<file path="src/rtl/tilemap_fetch.sv">
// tilemap_fetch: dual-layer scrolled tilemap/ROM fetch sequencer feeding a CUS43-style tile generator.
module tilemap_fetch (
    input  logic        CLK_6M,
    input  logic        RESET,
    input  logic        LINE_START,
    input  logic [7:0]  VPOS,
    input  logic        CPU_WR,
    input  logic [2:0]  CPU_A,
    input  logic [7:0]  CPU_D,
    output logic [11:0] VA,
    input  logic [15:0] VD,
    output logic [14:0] GA,
    input  logic [11:0] GD,
    output logic [7:0]  MDI,
    output logic [11:0] GDI,
    output logic        CLK_2H,
    output logic        HA2,
    output logic        HB2
);
    logic [8:0]       hcount_q, hcount_d;
    logic [1:0][8:0]  sx_sh_q, sx_sh_d;
    logic [1:0][7:0]  sy_sh_q, sy_sh_d, sy_q, sy_d;
    logic [1:0][6:0]  sx_q, sx_d;
    logic [11:0]      va_q, va_d;
    logic [14:0]      ga_q, ga_d;
    logic [15:0]      vd_a_q, vd_a_d, vd_b_q, vd_b_d;
    logic [3:0]       sub_a_q, sub_a_d, sub_b_q, sub_b_d;
    logic [19:0]      out_a_q, out_a_d, out_b_q, out_b_d;
    logic             sel;
    logic [6:0]       t;
    logic [7:0]       y;
    logic             unused_sx_lsb;

    // hcount[1] picks the layer whose tilemap address is issued this half-group
    assign sel = hcount_q[1];
    assign t = hcount_q[8:2] + 7'd2 + sx_q[sel];
    assign y = VPOS + sy_q[sel];
    assign unused_sx_lsb = ^{sx_sh_q[1][1:0], sx_sh_q[0][1:0]};

    always_comb begin
        hcount_d = LINE_START ? 9'd0 : hcount_q + 9'd1;
        sx_sh_d = sx_sh_q;
        sy_sh_d = sy_sh_q;
        if (CPU_WR && CPU_A[1:0] == 2'd0) sx_sh_d[CPU_A[2]][7:0] = CPU_D;
        if (CPU_WR && CPU_A[1:0] == 2'd1) sx_sh_d[CPU_A[2]][8] = CPU_D[0];
        if (CPU_WR && CPU_A[1:0] == 2'd2) sy_sh_d[CPU_A[2]] = CPU_D;
        sx_d = LINE_START ? {sx_sh_q[1][8:2], sx_sh_q[0][8:2]} : sx_q;
        sy_d = LINE_START ? sy_sh_q : sy_q;
        va_d = va_q;
        ga_d = ga_q;
        vd_a_d = vd_a_q;
        vd_b_d = vd_b_q;
        sub_a_d = sub_a_q;
        sub_b_d = sub_b_q;
        out_a_d = out_a_q;
        out_b_d = out_b_q;
        // a line start abandons whatever the current phase would have done
        if (!LINE_START) begin
            unique case (hcount_q[1:0])
                2'd0: begin
                    va_d = {sel, y[7:3], t[6:1]};
                    sub_a_d = {y[2:0], t[0]};
                    ga_d = {vd_b_q[10:0], sub_b_q};
                end
                2'd1: begin
                    vd_a_d = VD;
                    out_b_d = {vd_b_q[15:8], GD};
                end
                2'd2: begin
                    va_d = {sel, y[7:3], t[6:1]};
                    sub_b_d = {y[2:0], t[0]};
                    ga_d = {vd_a_q[10:0], sub_a_q};
                end
                2'd3: begin
                    vd_b_d = VD;
                    out_a_d = {vd_a_q[15:8], GD};
                end
            endcase
        end
    end

    always_ff @(posedge CLK_6M or posedge RESET) begin
        if (RESET) begin
            hcount_q <= '0;
            sx_sh_q <= '0;
            sy_sh_q <= '0;
            sx_q <= '0;
            sy_q <= '0;
            va_q <= '0;
            ga_q <= '0;
            vd_a_q <= '0;
            vd_b_q <= '0;
            sub_a_q <= '0;
            sub_b_q <= '0;
            out_a_q <= '0;
            out_b_q <= '0;
        end else begin
            hcount_q <= hcount_d;
            sx_sh_q <= sx_sh_d;
            sy_sh_q <= sy_sh_d;
            sx_q <= sx_d;
            sy_q <= sy_d;
            va_q <= va_d;
            ga_q <= ga_d;
            vd_a_q <= vd_a_d;
            vd_b_q <= vd_b_d;
            sub_a_q <= sub_a_d;
            sub_b_q <= sub_b_d;
            out_a_q <= out_a_d;
            out_b_q <= out_b_d;
        end
    end

    assign VA = va_q;
    assign GA = ga_q;
    assign CLK_2H = hcount_q[1];
    assign HA2 = hcount_q[1:0] == 2'd1;
    assign HB2 = hcount_q[1:0] == 2'd3;
    assign MDI = CLK_2H ? out_b_q[19:12] : out_a_q[19:12];
    assign GDI = CLK_2H ? out_b_q[11:0] : out_a_q[11:0];
endmodule

</file>
<file path="config.mk">
export PLATFORM = sky130hd
export DESIGN_NAME = tilemap_fetch
export DESIGN_NICKNAME = d
export VERILOG_FILES = /design/src/rtl/tilemap_fetch.sv
export SDC_FILE = /design/constraint.sdc
export NUM_CORES = 1
export LEC_CHECK = 0
export BUFFER_PORTS_ARGS = -buffer_cell sky130_fd_sc_hd__clkbuf_2
export CORE_MARGIN = 2
export CORE_UTILIZATION = 30
export DETAILED_ROUTE_END_ITERATION = 10
export HOLD_SLACK_MARGIN = 0.12
export PLACE_DENSITY = 0.53
export SYNTH_ARGS = -nofsm -noshare
export SYNTH_HDL_FRONTEND = slang
export SYNTH_SLANG_ARGS = --single-unit
</file>
<file path="constraint.sdc">
create_clock -name CLK_6M -period 10.24 [get_ports CLK_6M]
set_clock_uncertainty 0.05 [all_clocks]
set_input_delay 1.536 -clock CLK_6M [delete_from_list [all_inputs] [get_ports CLK_6M]]
set_output_delay 1.536 -clock CLK_6M [all_outputs]
set_load 0.1 [all_outputs]
</file>
==> results of run 1 <==
-- cell families after synthesis --
group                    synth area share
XOR/XNOR                          0.01811
buffers and inverters             0.02183
multiplexers                       0.2691
AND/OR/NAND/NOR                   0.04107
flip-flops                         0.5692
adder cells (fa/ha/maj)           0.04075
AO/OA/AOI/OAI                     0.03994
-- metal layers --
layer | GRT usage | routed length [um] | share of wire
met1 | 0.1562 | 7250 | 0.46
met2 | 0.2037 | 7728 | 0.49
met3 | 0.03014 | 633 | 0.040
met4 | 0.04506 | 178 | 0.011
met5 | 0 | 13 | 0.00082
-- flip-flops by register name, indices dropped and copies added, names as in the netlist --
name and cells:
hcount_q 9, GA 15, vd_b_q 16, sx_q 14
vd_a_q 16, sub_a_q 4, sx_sh_q 14, out_b_q 20
sy_q 16, sub_b_q 4, sy_sh_q 16, VA 12
out_a_q 20
-- critical path, delay by kind of cell (launching register included) --
kind	cells	cell delay, ns
buffers and inverters	1	0.51
flip-flops	1	1.07
adder cells (fa/ha/maj)	1	0.41
-- cell usage in the layout, fill, tap and decap left out, types with 3 or more instances in the layout --
cell type   count
nand3_1         8
dfrtp_1       175
clkinvlp_4      3
a21o_1          4
inv_6           5
clkbuf_16      17
clkbuf_2      100
o21ai_0        32
buf_4           3
o21a_1          3
mux2_2        168
ha_1           22
nand2_1        33
bufinv_16       3
a21oi_1         8
mux2i_1        19
nor2_1          9
inv_1          11
xnor2_1         8
xor2_1          8
-- power groups by stage --
stage	Combinational, W	Sequential, W	Clock (W)
final	0.00112	0.00103	0.000679
after global routing	0.00119	0.00106	0.000730
after CTS	0.00114	0.00103	0.000699
after detailed placement	0.00113	0.00104	0
after global placement	0.00111	0.00103	0
after floorplan	0.000644	0.00133	0
-- worst min path at each step --
stage                     start          to  slack (ns)  depth (start not counted)
CTS                       VA[2]       VA[2]        0.44                          2
global route        sy_sh_q[15]    sy_q[15]        0.46                          1
detailed placement        VA[2]       VA[2]        0.42                          2
floorplan            sub_b_q[2]  sub_b_q[2]        0.40                          2
finish                    VA[6]       VA[6]        0.43                          2
global placement     sub_a_q[3]  sub_a_q[3]        0.41                          2
-- stage by stage --
stage,power [W],area (um2)
2_1_floorplan,0.001977,7737
3_3_place_gp,0.002143,8573
3_5_place_dp,0.002179,8573
4_1_cts,0.002868,9189
5_1_grt,0.002978,9189
6_report,0.002831,9191
-- layout make-up --
type	count	area, um2
clock inverters	13	172.7
fillers	2464	16060
clock buffers	19	442.9
inverters	12	50.05
flip-flops and latches	176	4405
multi-input cells	348	3182
diodes	1	2.502
repair buffers	103	523.0
well taps	330	412.9
==> run metrics, run 1 <==
clk_lat worst skew=0.42 ns; drt initial violations=308; R2R cell count=11; CP Launch Type=register; mapped cell area=7737 um2; chip width=roughly 160 um; crit path from=hcount_q[1]; final-report hold violation count=0; area share of the largest cell type after synthesis=0.5692; Port Buf Inserts=100; Final WS setup=approximately 6.2 ns; most frequent cells after synthesis=dfrtp_1, mux2_2, nand2_1; Worst Path Required=8.65 ns; largest net degree at the start of global routing=109; FF-to-FF Start=hcount_q[1]; number of CTS-inserted buffers=17; final core occ=0.3640; synth warn=0; synth-to-layout area growth=18.79%; CP cell instances=ha_1 -> clkbuf_2; fmax=~250 MHz; DR DRC count=0; register bit count reported by yosys=between 150 and 200; Synth Instances=562; vertical die dimension=164.6 um; Routed WL=15800 um; Critical Path AT=about 2.4 ns; max-cap violations=0; r2r endpoint=VA[4]; Root Driver=clkbuf_16; Worst Setup EP=HB2; GRT overflow=0; Slew Viols, Final=0; most common cell in the netlist=dfrtp_1; crit end category=primary output; # IOs=101; Unique masters post-synth=33; CTS tree=built; row cnt=58; register-to-register setup slack=7.03 ns; Non-Filler Instances=1002; cts hold-fix bufs=0; power density cells=308.1 nW/um2; predominant post-synthesis flop cell=dfrtp_1; share of flip-flops with an asynchronous set or reset=1.000; CP max stage cell=dfrtp_2; Avg Cell Area, Syn=13.77 um2; Post-synth EDFFs=0; minimum hold slack=approximately 0.43 ns; hpwl dp=10870 um; first-pass iteration count of the detailed router=4; Seq/Total Area, Yosys=0.5692; Initial Utilization=0.3064; final period utilization=0.3911; worst slew pin tran=approximately 1.1 ns; die area=27090 um2; vias per inst=4.563; dpl ws=6.591 ns; outcome=completed; leakage power=4.149 nW; ANT nets after route=0; Logic pwr share=0.397; initial antenna violation count=2; clock share of power=0.240; top area cells in the synthesized netlist=dfrtp_1, mux2_2, ha_1; CP max FO=40; net switching power figure=0.001223 W; clock slew at reported path FFs=0.07 ns; CTS sink count=176; DP Cell Count=969; sequential share of power=0.363; wire per inst=15.77 um; Worst Hold Class=reg -> reg; core area=roughly 25000 um2; CP max stage delay=roughly 1.1 ns; unrepaired setup endpoints after global routing=false; Tmin final=4.005 ns; vias in the first global route=4925; Net Sw Frac=0.4318; Internal Power=~0.0016 W; first-pass GRT wire length=25750 um; Final GP Congestion=0.7365; post-CTS sizing=0; fin nets=733; via count=4572; layout cell share with drive strength beyond 1=0.4605; Global Route Usage Sum=0.1230; VDD IR max=0.2194 mV; Max Root-Sink Buffers=2; final setup violation count=0; largest area contributor in the netlist=dfrtp_1; post-synth net total=around 640; setup repair bufs after CTS=0; TNS Setup=0 ns; H-tree Lvls=4; Slew headroom=0.2427; WS Path Type=reg -> out
(Power assumes the default switching activity.)
==> run 2, diff against run 1 <==
- ABC_AREA: default -> 1
- PLACE_DENSITY: 0.53 -> 0.55
- clock period: 10.24 -> 3.37 ns (I/O delays scaled with it)
==> run 2 against run 1 <==
Effect of this change: clock power grew to 2.9 times the previous value; global-route usage grew 0.99 points; sequential share of layout area shrank 0.80 points; worst hold slack lost 0.25 ns; synthesized cell count grew 67%; count of clock-buffer cells in the layout is the same; critical path type unchanged; sequential cell count is the same; highest routed layer is now met4; routed wire length grew 13%.
==> run metrics, run 2 <==
outcome=completed; fin nets=1105 (+51%); layout cell share with drive strength beyond 1=0.1505 (-0.3100); share of flip-flops with an asynchronous set or reset=1.000 (unchanged); TNS Setup=0 ns (unchanged); crit end category=primary output; chip width=166.3 um (+1.0%); Synth Area in Adders=0.03991 (-0.0008390); ANT nets after route=0 (unchanged); Unique masters post-synth=26 (-21%); Seq/Total Area, Yosys=0.5575 (-0.01172); CTS tree=built; main combinational cell family by area after synthesis=simple AND/OR/NAND/NOR gates; most frequent cells after synthesis=nand2_1, dfrtp_1, o21ai_0; leakage power=4.869 nW (+17%); Slew Viols, Final=0 (unchanged); total power draw=0.007812 W (+180%); # IOs=101 (unchanged); R2R cell count=7 (-4); cts hold-fix bufs=0 (unchanged); register-to-register setup slack=0.68 ns (-6.35 ns); CP max FO=40 (unchanged); largest registers=out_a_q: 20 flops, out_b_q: 20 flops; vias per inst=4.303 (-5.7%); FF-to-FF Start=hcount_q[1]; max-cap violations=0 (unchanged); row cnt=59 (+1.7%); post-CTS sizing=0 (unchanged); Simple-Gate Fraction of Synth Area=0.1893 (+0.1482); synth warn=0 (unchanged); Routed WL=17830 um (+13%); mapped cell area=7900 um2 (+2.1%); DR DRC count=0 (unchanged); Post-synth EDFFs=0 (unchanged); drt initial violations=439 (+43%); post-synth net total=1014 (+59%); final-report hold violation count=0 (unchanged); ANT cells=0 (-1); Port Buf Inserts=100 (unchanged); Synth Area in Compound Gates=0.1208 (+0.08090); Max Root-Sink Buffers=2 (unchanged); top area cells in the synthesized netlist=dfrtp_1, nand2_1, o21ai_0; VDD IR max=0.4437 mV (+100%); clk_lat worst skew=0.43 ns (about the same); CTS sink count=176 (unchanged); first-pass GRT wire length=29790 um (+16%); GRT overflow=0 (unchanged); Slew headroom=0.4334 (+0.1907); largest net degree at the start of global routing=50 (-54%); fmax=344.0 MHz; commonest non-fill, non-tap cells in the layout=nand2_1, dfrtp_1, o21ai_0; sequential share of power=0.378 (+0.015); clock share of power=0.256 (+0.016); r2r endpoint=GA[6]; most common cell in the netlist=nand2_1; Final GP Congestion=0.7647 (+3.8%); core area=25980 um2 (+2.9%); initial antenna violation count=0 (-2); Initial Utilization=0.3040 (-0.002356); worst slew pin tran=0.8481 ns (-0.2855 ns); setup repair bufs after CTS=0 (unchanged); Synth Area in XOR/XNOR=0.004435 (-0.01368); Worst Hold Class=in -> async; Logic pwr share=0.366 (-0.031); Internal Power=0.004352 W (+170%); register bit count reported by yosys=176 (unchanged); leading cell type in the layout, fill and taps excluded=nand2_1; Synth Instances=939 (+67%); vias in the first global route=5767 (+17%); Worst Path Required=2.81 ns (-5.84 ns); vertical die dimension=166.3 um (+1.0%); number of CTS-inserted buffers=17 (unchanged); Root Driver=clkbuf_16; first-pass iteration count of the detailed router=5 (+1); synth-to-layout area growth=18.31%; wire per inst=12.94 um (-18%); unrepaired setup endpoints after global routing=false; final setup violation count=0 (unchanged); WS Path Type=reg -> out; Tmin final=2.907 ns; largest area contributor in the netlist=dfrtp_1; clock slew at reported path FFs=0.07 ns (about the same); predominant post-synthesis flop cell=dfrtp_1; Global Route Usage Sum=0.1328 (+0.009872); hpwl dp=12630 um (+16%); H-tree Lvls=4 (unchanged); final period utilization=0.8627; Critical Path AT=2.35 ns (-0.07 ns); Avg Cell Area, Syn=8.413 um2 (-39%); die area=27650 um2 (+2.1%); power density cells=835.8 nW/um2 (+170%); via count=5930 (+30%); Net Sw Frac=0.4428 (+0.01102); net switching power figure=0.003459 W (+180%); CP Launch Type=register; area share of the largest cell type after synthesis=0.5575 (-0.01172); post-synthesis mux area share=0.008552 (-0.2605)
## run 2: final cells by class
type | instances | area (um2)
Tap cell | 335 | 419.2
Sequential cell | 176 | 4405
Fill cell | 2713 | 16640
Clock inverter | 13 | 151.4
Multi-Input combinational cell | 607 | 2873
Inverter | 116 | 439.2
Clock buffer | 19 | 442.9
Timing Repair Buffer | 112 | 615.6
## run 2: power groups by stage
stage          registers [W]  clock network, W  logic, W
2_1_floorplan        0.00379                 0   0.00155
3_3_place_gp         0.00299                 0   0.00286
3_5_place_dp         0.00299                 0   0.00289
4_1_cts              0.00296           0.00205   0.00290
5_1_grt              0.00303           0.00215   0.00310
6_report             0.00296           0.00200   0.00286
## run 2: critical path: stages (launching register included)
cell,delay [ns]
dfrtp_2,0.79
buf_4,0.40
nand2_1,0.07
o21ai_0,0.13
clkbuf_2,0.52
## run 2: cell families after synthesis
group	Yosys count
buffers and inverters	156
multiplexers	6
AO/OA/AOI/OAI	190
flip-flops	176
AND/OR/NAND/NOR	383
XOR/XNOR	4
adder cells (fa/ha/maj)	24
## run 2: routing by layer
metal	share of wire	global-route usage	vias to the layer above
li1	-	-	3127
met1	0.51	0.1859	2700
met2	0.44	0.2012	86
met3	0.040	0.03360	17
met4	0.016	0.04498	0
met5	0	0	-
## run 2: worst max path at each step
stage           startpoint  endpoint  slack, ns
2_1_floorplan  hcount_q[1]    MDI[0]      -0.42
3_3_place_gp   hcount_q[1]     VA[2]       0.70
3_5_place_dp   hcount_q[1]    VA[11]       0.62
4_1_cts        hcount_q[1]    MDI[3]       0.41
5_1_grt        hcount_q[1]    MDI[0]       0.31
6_report       hcount_q[1]    MDI[1]       0.46
## run 2: stage by stage
step	util	hold slack, ns	worst slack [ns]	std cells	area (um2)
CTS	0.3597	0.1966	0.4145	1378	9346
floorplan	-	0.3866	-0.4210	939	7904
global route	0.3597	0.2365	0.3128	1378	9346
finish	0.3597	0.1783	0.4628	1378	9346
detailed placement	0.3368	0.4050	0.6171	1346	8752
global placement	0.3368	0.4009	0.7037	1346	8752
